<file path="config.mk">
export PLATFORM = sky130hd
export DESIGN_NAME = uart_rx_flat
export DESIGN_NICKNAME = d
export VERILOG_FILES = /design/src/rtl/uart_pkg.sv /design/src/rtl/uart_rx_if.sv /design/src/rtl/uart_rx_sync.sv /design/src/rtl/uart_rx.sv /design/src/flat_wrapper.sv
export SDC_FILE = /design/constraint.sdc
export NUM_CORES = 1
export LEC_CHECK = 0
export ABC_AREA = 0
export CAP_MARGIN = 10
export CELL_PAD_IN_SITES_DETAIL_PLACEMENT = 1
export CELL_PAD_IN_SITES_GLOBAL_PLACEMENT = 1
export CORE_UTILIZATION = 35
export DETAILED_ROUTE_END_ITERATION = 10
export PLACE_DENSITY = 0.64
export SLEW_MARGIN = 0
export SYNTH_ARGS = -nofsm -noshare
export SYNTH_HDL_FRONTEND = slang
export SYNTH_HIERARCHICAL = 1
export SYNTH_SLANG_ARGS = --single-unit
</file>
<file path="constraint.sdc">
create_clock -name clk -period 2.4 [get_ports clk]
set_clock_uncertainty 0.05 [all_clocks]
set_input_delay 0.48 -clock clk [delete_from_list [all_inputs] [get_ports clk]]
set_output_delay 0.48 -clock clk [all_outputs]
set_load 0.01 [all_outputs]
</file>
<file path="src/rtl/uart_pkg.sv">
// Shared UART definitions: receiver FSM states, parity type and the log2 helper
// used by both the transmitter and the receiver.
package uart_pkg;

  typedef enum logic [2:0] {
    IDLE,
    START,
    DATA,
    PARITY,
    STOP,
    BREAK
  } rx_state_t;

  localparam int PAR_XOR = 0;

  // Ceiling log2; log2(1) = 0.
  function automatic int log2(input int value);
    int r;
    r = 0;
    for (int i = 0; i < 31; i++) begin
      if ((1 << i) < value) r = i + 1;
    end
    return r;
  endfunction

endpackage

</file>
<file path="src/rtl/uart_rx_if.sv">
// Receiver-side bundle: serial line in, decoded word plus status out.
interface uart_rx_if #(
  parameter int dataLen = 8
);
  logic               dataIn;
  logic [dataLen-1:0] data;
  logic               valid;
  logic               parErr;
  logic               frameErr;
  logic               busy;

  modport master (input dataIn, output data, valid, parErr, frameErr, busy);
  modport slave  (output dataIn, input data, valid, parErr, frameErr, busy);
endinterface

</file>
<file path="src/rtl/uart_rx_sync.sv">
// Two-flop synchronizer with falling-edge detect for the serial line.
// UART_RX_MAJORITY_EN adds a 2-of-3 majority over the last three synchronized samples.
module uart_rx_sync (
  input  logic clk,
  input  logic rst,
  input  logic din,
  output logic rxs,
  output logic fall,
  output logic smp
);

  logic s1;
  logic rxs_d;

  always_ff @(posedge clk or posedge rst) begin
    if (rst) begin
      s1    <= 1'b1;
      rxs   <= 1'b1;
      rxs_d <= 1'b1;
    end else begin
      s1    <= din;
      rxs   <= s1;
      rxs_d <= rxs;
    end
  end

  assign fall = rxs_d & ~rxs;

`ifdef UART_RX_MAJORITY_EN
  logic rxs_d2;

  always_ff @(posedge clk or posedge rst) begin
    if (rst) rxs_d2 <= 1'b1;
    else     rxs_d2 <= rxs_d;
  end

  // Taps are rxs now, one and two clocks ago.
  assign smp = (rxs & rxs_d) | (rxs & rxs_d2) | (rxs_d & rxs_d2);
`else
  assign smp = rxs;
`endif

endmodule

</file>
<file path="src/rtl/uart_rx.sv">
// UART frame receiver: start, dataLen bits LSB first, optional parity, 1-2 stops.
// UART_RX_MAJORITY_EN selects 3-sample majority voting (decisions one clock later).
module uart_rx
  import uart_pkg::*;
#(
  parameter int T          = 9600,
  parameter int F_clk_Gz   = 100_000_000,
  parameter int par        = 0,
  parameter int stop       = 1,
  parameter int dataLen    = 8,
  parameter int BIT_CYCLES = F_clk_Gz / T
) (
  input  logic      clk,
  input  logic      rst,
  uart_rx_if.master bus
);

  localparam int TW       = log2(BIT_CYCLES) + 1;
  localparam int PAR_TYPE = PAR_XOR;
`ifdef UART_RX_MAJORITY_EN
  localparam int SLIP = 1;
`else
  localparam int SLIP = 0;
`endif

  // With voting the decision lands one clock late, so the timer restarts at
  // SLIP to keep the bit period exactly BIT_CYCLES.
  localparam logic [TW-1:0] HALF_AT   = TW'(BIT_CYCLES / 2 - 1 + SLIP);
  localparam logic [TW-1:0] FULL_AT   = TW'(BIT_CYCLES - 1 + SLIP);
  localparam logic [TW-1:0] RELOAD    = TW'(SLIP);
  localparam logic [3:0]    LAST_BIT  = 4'(dataLen - 1);
  localparam logic [3:0]    LAST_STOP = 4'(stop - 1);

  logic rxs;
  logic fall;
  logic smp;

  uart_rx_sync u_sync (
    .clk  (clk),
    .rst  (rst),
    .din  (bus.dataIn),
    .rxs  (rxs),
    .fall (fall),
    .smp  (smp)
  );

  rx_state_t          state;
  logic [TW-1:0]      timer;
  logic [3:0]         cnt;
  logic [dataLen-1:0] sr;
  logic [dataLen-1:0] data_reg;
  logic               perr_acc;
  logic               ferr_acc;
  logic               fin_reg;
  logic               valid_reg;
  logic               perr_reg;
  logic               ferr_reg;
  logic               busy_reg;
  logic               par_bit;

  assign par_bit = (PAR_TYPE == PAR_XOR) ? ^sr : ~(^sr);

  always_ff @(posedge clk or posedge rst) begin
    if (rst) begin
      state     <= IDLE;
      timer     <= '0;
      cnt       <= '0;
      sr        <= '0;
      data_reg  <= '0;
      perr_acc  <= 1'b0;
      ferr_acc  <= 1'b0;
      fin_reg   <= 1'b0;
      valid_reg <= 1'b0;
      perr_reg  <= 1'b0;
      ferr_reg  <= 1'b0;
      busy_reg  <= 1'b0;
    end else begin
      valid_reg <= 1'b0;
      // Publish one clock after the last stop sample, whatever state follows.
      if (fin_reg) begin
        fin_reg   <= 1'b0;
        valid_reg <= 1'b1;
        data_reg  <= sr;
        perr_reg  <= perr_acc;
        ferr_reg  <= ferr_acc;
      end

      case (state)
        IDLE: begin
          if (fall) begin
            state    <= START;
            busy_reg <= 1'b1;
            timer    <= '0;
          end
        end

        START: begin
          if (timer == HALF_AT) begin
            if (smp) begin
              state    <= IDLE;
              busy_reg <= 1'b0;
            end else begin
              state    <= DATA;
              timer    <= RELOAD;
              cnt      <= '0;
              perr_acc <= 1'b0;
              ferr_acc <= 1'b0;
            end
          end else begin
            timer <= timer + 1'b1;
          end
        end

        DATA: begin
          if (timer == FULL_AT) begin
            sr    <= {smp, sr[dataLen-1:1]};
            timer <= RELOAD;
            cnt   <= cnt + 4'd1;
            if (cnt == LAST_BIT) begin
              cnt   <= '0;
              state <= (par != 0) ? PARITY : STOP;
            end
          end else begin
            timer <= timer + 1'b1;
          end
        end

        PARITY: begin
          if (timer == FULL_AT) begin
            perr_acc <= (smp != par_bit);
            timer    <= RELOAD;
            state    <= STOP;
          end else begin
            timer <= timer + 1'b1;
          end
        end

        STOP: begin
          if (timer == FULL_AT) begin
            timer    <= RELOAD;
            cnt      <= cnt + 4'd1;
            ferr_acc <= ferr_acc | ~smp;
            if (cnt == LAST_STOP) begin
              fin_reg  <= 1'b1;
              state    <= smp ? IDLE : BREAK;
              busy_reg <= ~smp;
            end
          end else begin
            timer <= timer + 1'b1;
          end
        end

        BREAK: begin
          if (rxs) begin
            state    <= IDLE;
            busy_reg <= 1'b0;
          end
        end

        default: begin
          state    <= IDLE;
          busy_reg <= 1'b0;
        end
      endcase
    end
  end

  assign bus.data     = data_reg;
  assign bus.valid    = valid_reg;
  assign bus.parErr   = perr_reg;
  assign bus.frameErr = ferr_reg;
  assign bus.busy     = busy_reg;

endmodule

</file>
<file path="src/flat_wrapper.sv">
// flat-port wrapper written by rule: the top's interface ports become plain ports
module uart_rx_flat import uart_pkg::*;
#(
  parameter int T          = 9600,
  parameter int F_clk_Gz   = 100_000_000,
  parameter int par        = 0,
  parameter int stop       = 1,
  parameter int dataLen    = 8,
  parameter int BIT_CYCLES = F_clk_Gz / T
)
  (clk, rst, bus_dataIn, bus_data, bus_valid, bus_parErr, bus_frameErr, bus_busy);
  uart_rx_if #(.dataLen(dataLen)) bus_i ();
  input  logic clk;
  input  logic rst;
  input wire logic [$bits(bus_i.dataIn)-1:0] bus_dataIn;
  output wire logic [$bits(bus_i.data)-1:0] bus_data;
  output wire logic [$bits(bus_i.valid)-1:0] bus_valid;
  output wire logic [$bits(bus_i.parErr)-1:0] bus_parErr;
  output wire logic [$bits(bus_i.frameErr)-1:0] bus_frameErr;
  output wire logic [$bits(bus_i.busy)-1:0] bus_busy;
  assign bus_i.dataIn = bus_dataIn;
  assign bus_data = bus_i.data;
  assign bus_valid = bus_i.valid;
  assign bus_parErr = bus_i.parErr;
  assign bus_frameErr = bus_i.frameErr;
  assign bus_busy = bus_i.busy;
  uart_rx #(.T(T), .F_clk_Gz(F_clk_Gz), .par(par), .stop(stop), .dataLen(dataLen), .BIT_CYCLES(BIT_CYCLES)) u_core (.clk(clk), .rst(rst), .bus(bus_i));
endmodule
</file>
; Word level (Yosys, flattened, before mapping)
; Cells that the tools add are included.
[op_classes]
reduce_logical = 16
n_addsub = 2
eq_ne = 19
bitwise = 4
mux = 38
[op_table]
columns = op, n
row1 = 15-bit 2-to-1 mux, 4
row2 = 15-bit one-hot mux with 3 select lines, 1
row3 = 3-bit 2-to-1 mux, 9
row4 = 4-bit 2-to-1 mux, 5
row5 = 3-bit one-hot mux with 6 select lines, 1
row6 = 15-bit by 1-bit adder with 15-bit output (second input constant), 1
row7 = 15-bit by 13-bit == test with 1-bit output (second input constant), 1
row8 = 15-bit by 14-bit == test with 1-bit output (second input constant), 1
row9 = 2-bit by 1-bit inequality test with 1-bit output (second input constant), 7
row10 = 1-bit 2-to-1 mux, 13
row11 = 4-bit one-hot mux with 3 select lines, 1
row12 = 5-bit AND reduction, 2
row13 = 4-bit AND reduction, 2
row14 = 8-bit AND reduction, 1
row15 = 8-bit XOR reduction, 1
row16 = 3-bit by 2-bit == test with 1-bit output (second input constant), 2
row17 = 3-bit == test (second input constant), 2
row18 = 3-bit nonzero test, 2
row19 = 1-bit one-hot mux with 5 select lines, 1
row20 = 4-bit by 1-bit adder with 4-bit output (second input constant), 1
row21 = 4-bit by 3-bit == test with 1-bit output (second input constant), 1
row22 = 4-bit logical NOT, 1
row23 = 2-bit inequality test (second input constant), 2
row24 = 1-bit one-hot mux with 2 select lines, 2
row25 = other kinds (13), 15
[totals]
reg_bits = 48

; Longest topological paths before layout
[logic_depth]
word_depth = 4
mapped_depth = 8
mapped_depth_nobuf = 6

; Modules after synthesis
; Netlist, hierarchy kept.
[modules_own_cells]
columns = mod, area_per_inst_um2, seq_area_each_um2, n_inst, cells_each
row1 = uart_rx, 2458.6, 1126.1, 1, 242
row2 = uart_rx_sync, 103.8, 78.8, 1, 6

; Worst setup path after synthesis
; Ideal clock, no wire load.
[synth_timing]
path_kind = register to register
from = register u_core.timer[4]
to = register u_core.sr[0]
path_stages_with_launch = 7
t_arrival_ps = 2275
synth_period_minus_slack_ps = 2449
setup_ps = 125
required_time_ps = 2225
setup_slack_ps = -49
path_cell_list = dfrtp_1 > buf_6 > or4b_1 > or4_1 > buf_2 > nor3_4 > mux2_2
[synth_between]
elab_chain_cells = 2
[synth_lines]
columns = element, line
row1 = from (decl), uart_rx.sv:48  ; logic [TW-1:0] timer;
row2 = from (signal assigned), uart_rx.sv:110  ; timer <= timer + 1'b1;
row3 = from (signal assigned), uart_rx.sv:124  ; timer <= timer + 1'b1;
row4 = from (signal assigned), uart_rx.sv:134  ; timer <= timer + 1'b1;
row5 = 15-bit by 14-bit == test with 1-bit output, uart_rx.sv:115  ; if (timer == FULL_AT) begin
row6 = 2-bit AND reduction (no source line), n/a
row7 = to (signal assigned), uart_rx.sv:116  ; sr <= {smp, sr[dataLen-1:1]};
row8 = to (decl), uart_rx.sv:50  ; logic [dataLen-1:0] sr;
; No other way between the ends.
; A chain may end at the register's enable or synchronous reset.

; Worst setup path in the final report
[layout_timing]
from = register u_core.timer[12]
to = register u_core.timer[2]
[layout_between]
elab_chain_cells = 3
elab_cells_between_ends = 7
[layout_lines]
columns = element
row1 = 15-bit by 13-bit == test with 1-bit output or 15-bit by 14-bit == test with 1-bit output (tied branches)
row2 = "3-bit inequality test (no source line), or another cell as far along"
row3 = 3-bit AND reduction (no source line) or 15-bit one-hot mux with 3 select lines (tied branches)
; Parallel ways exist; a longest one is shown, timed or not.

==> out/qor.yml <==
clocking:
  cts_buffers: 5
  clk_latency_ns: 0.30
  cts_max_level: 2
  clkTransAtPathRegs_ns: 0.10
  post-cts-setup-buffers: 0
  cts_tree: "yes"
  cts_sinks: 48
  clockRootBuffer: "clkbuf_8"
  cts_buffer_depth: 2
timing:
  fmax_ghz: 0.430
  max_slew_margin: 0.711
  worstMarginPinSlew_ns: 0.433
  layout_setup_ws_ns: 0.0769
  rsz0062_at_grt: "true"
  setup_viol: 0
  finalCriticalPeriod_ns: 2.32
  hold_viol: 0
  slew_violations: 0
  tns_ns: 0
  fin_crit_sh: 0.968
finish:
  largest_reg_flops: 15
  nets: 283
  area_growth_pct: 21.9
  drive_gt1_frac: 0.249
  antennaDiodeCount: 0
synthesis:
  ys_types: 53
  synth_warnings: 6
  syn_area_um2: 2560
  synth-edff-count: 0
  ys_ff_latch: 48
  synth_area_leaders: "dfrtp_1 44%, mux2_2 7.9%, dfstp_2 3.1%"
  avgSynthCellArea_um2: 10.3
  synth_top_area_frac: 0.439
  yosysSeqAreaShare: 0.470
  yosysMostFrequentCell: "dfrtp_1"
  synthFlopType: "dfrtp_1"
  syn_inst: 248
  synth_nets: 255
  synthTopCellsByCount: "45 x dfrtp_1, 20 x nand2_1, 18 x mux2_2"
  yosys.area.top_type: "dfrtp_1"
  async_reset_ff_frac: 1.00
setup_path:
  critPathBufInv: 1
  worst-setup-path-type: "register to register"
  cp_cell_sequence: "or4b_1, or4_4, o2bb2ai_4, buf_4, a21oi_1, a31oi_1"
  endpoint_kind: "register"
  cp.arrival_ns: 2.45
  cp.required_ns: 2.52
  cp-start-kind: "register"
  cp_max_fo: 12
  slowest_delay_ns: 0.57
  slowest_stage: "or4_4"
  r2r_slack_ns: 0.08
  cpLargestDelayFamily: "simple AND/OR/NAND/NOR gates"
placed_design:
  dp_slack_ns: -0.0389
  io_buffer_count: 14
  dp_hpwl_mm: 4.18
  place.gp.congestion: 0.772
pwr:
  swShare: 0.329
  p_per_area_nw_per_um2: 755
  p_clk_frac: 0.303
  internal-power_mw: 1.58
  p_seq_frac: 0.404
  p_leak_nw: 1.38
  peakVddDrop_v: 0.000492
  p_sw_mw: 0.775
  finalPower_mw: 2.36
  comb_power_share: 0.293
floorplan:
  io_pins: 15
  rows: 30
  initial_core_util: 0.369
  die_area_um2: 7670
  die_w_um: 87.6
  die_h_um: 87.6
  core_um2: 6940
global_route:
  grt.total_usage: 0.171
  grt_pass1_wl_mm: 10.2
  grt_pass1_vias: 2060
  grt-ovfl-total: 0
  antenna_found_initial: 0
  grt_max_degree: 46
routing:
  drt_first_pass_iters: 5
  num_vias: 2012
  viasPerCell: 5.39
  drc_errors: 0
  wire_per_inst_um: 15.9
  antenna_left: 0
  drt_iter0_markers: 55
  routed_wl_mm: 5.93
run_status:
  status: "completed"
flow_run:
  cap_viol_max_count: 0
min_path:
  hp-class: "register to register"
-- power groups by stage --
stage / Sequential [mW] / Combinational, mW / Clock, mW
after floorplan: 0.933 / 0.488 / 0
after detailed placement: 0.967 / 0.677 / 0
after global routing: 0.965 / 0.772 / 0.763
final: 0.953 / 0.692 / 0.714
after global placement: 0.964 / 0.665 / 0
after CTS: 0.951 / 0.680 / 0.738
-- metal layers --
metal  global-route usage  vias up  part of all wire
li1                     -      961                 -
met1                0.227     1033              0.47
met2                0.288       16              0.51
met3               0.0292        2             0.015
met4               0.0492        0            0.0066
met5                    0        -                 0
-- metrics by stage --
stage,instances,utilization,instance area [um^2],hold WS [ns]
2_1_floorplan,248,-,2560,0.295
3_5_place_dp,365,0.425,2950,0.297
4_1_cts,373,0.445,3090,0.312
5_1_grt,373,0.450,3120,0.314
3_3_place_gp,365,0.425,2950,0.296
6_report,373,0.450,3120,0.310
-- cell usage in the layout (no fill, tap or decap), types with 4 or more instances in the layout --
cell type	n
a21oi_1	9
inv_1	10
xnor2_1	9
nand4_1	6
nor3_1	4
nand2_1	20
and3_1	4
clkdlybuf4s50_1	14
clkbuf_8	5
mux2_2	18
o21ai_0	10
nor2_1	12
or4bb_1	4
dfrtp_1	45
buf_4	22
nand3_1	9
a31oi_1	11
-- worst register-to-register path, cell delays in order (launching register included) --
cell and delay [ns]:
dfrtp_1 0.42, or4b_1 0.51, or4_4 0.57, o2bb2ai_4 0.22, buf_4 0.20, a21oi_1 0.17
a31oi_1 0.06
-- final timing paths --
path,startpoint,end,cells after the start
hold / removal,u_core/u_sync/s1,u_core/u_sync/rxs,0
setup reg to reg,u_core/timer[12],u_core/timer[2],6
max in group asynchronous,rst,u_core/sr[7],3
setup / recovery,u_core/timer[12],u_core/timer[2],6
hold reg to reg,u_core/u_sync/s1,u_core/u_sync/rxs,0
min in group asynchronous,rst,u_core/bus.busy,3
-- area by class of cell --
cell class | count | area, um^2
clock buffer | 5 | 68.8
clock inverter | 3 | 68.8
fill | 784 | 3820
inverter | 11 | 41.3
multi-input combinational | 172 | 1270
sequential | 48 | 1200
tap | 96 | 120
timing repair buffer | 38 | 345
-- cell families (layout without fill, tap and decap cells) --
logic type | after synthesis | after routing | synth area share
and+or+nand+nor | 85 | 85 | 0.198
AOI/OAI and AO/OA | 54 | 54 | 0.147
DFF | 48 | 48 | 0.470
buffers and inverters | 28 | 57 | 0.0469
muxes | 20 | 20 | 0.0869
xor gates and xnor gates | 9 | 9 | 0.0308
adders and majority gates | 4 | 4 | 0.0195
-- repair_timing --
action | CTS | global route
gates resized for setup | 1 | 6
endpoints found under the hold margin | 0 | 0
hold buffers | 0 | 0
pin swaps | 0 | 0
setup endpoints to repair | 17 | 16
(Power assumes the default switching activity.)
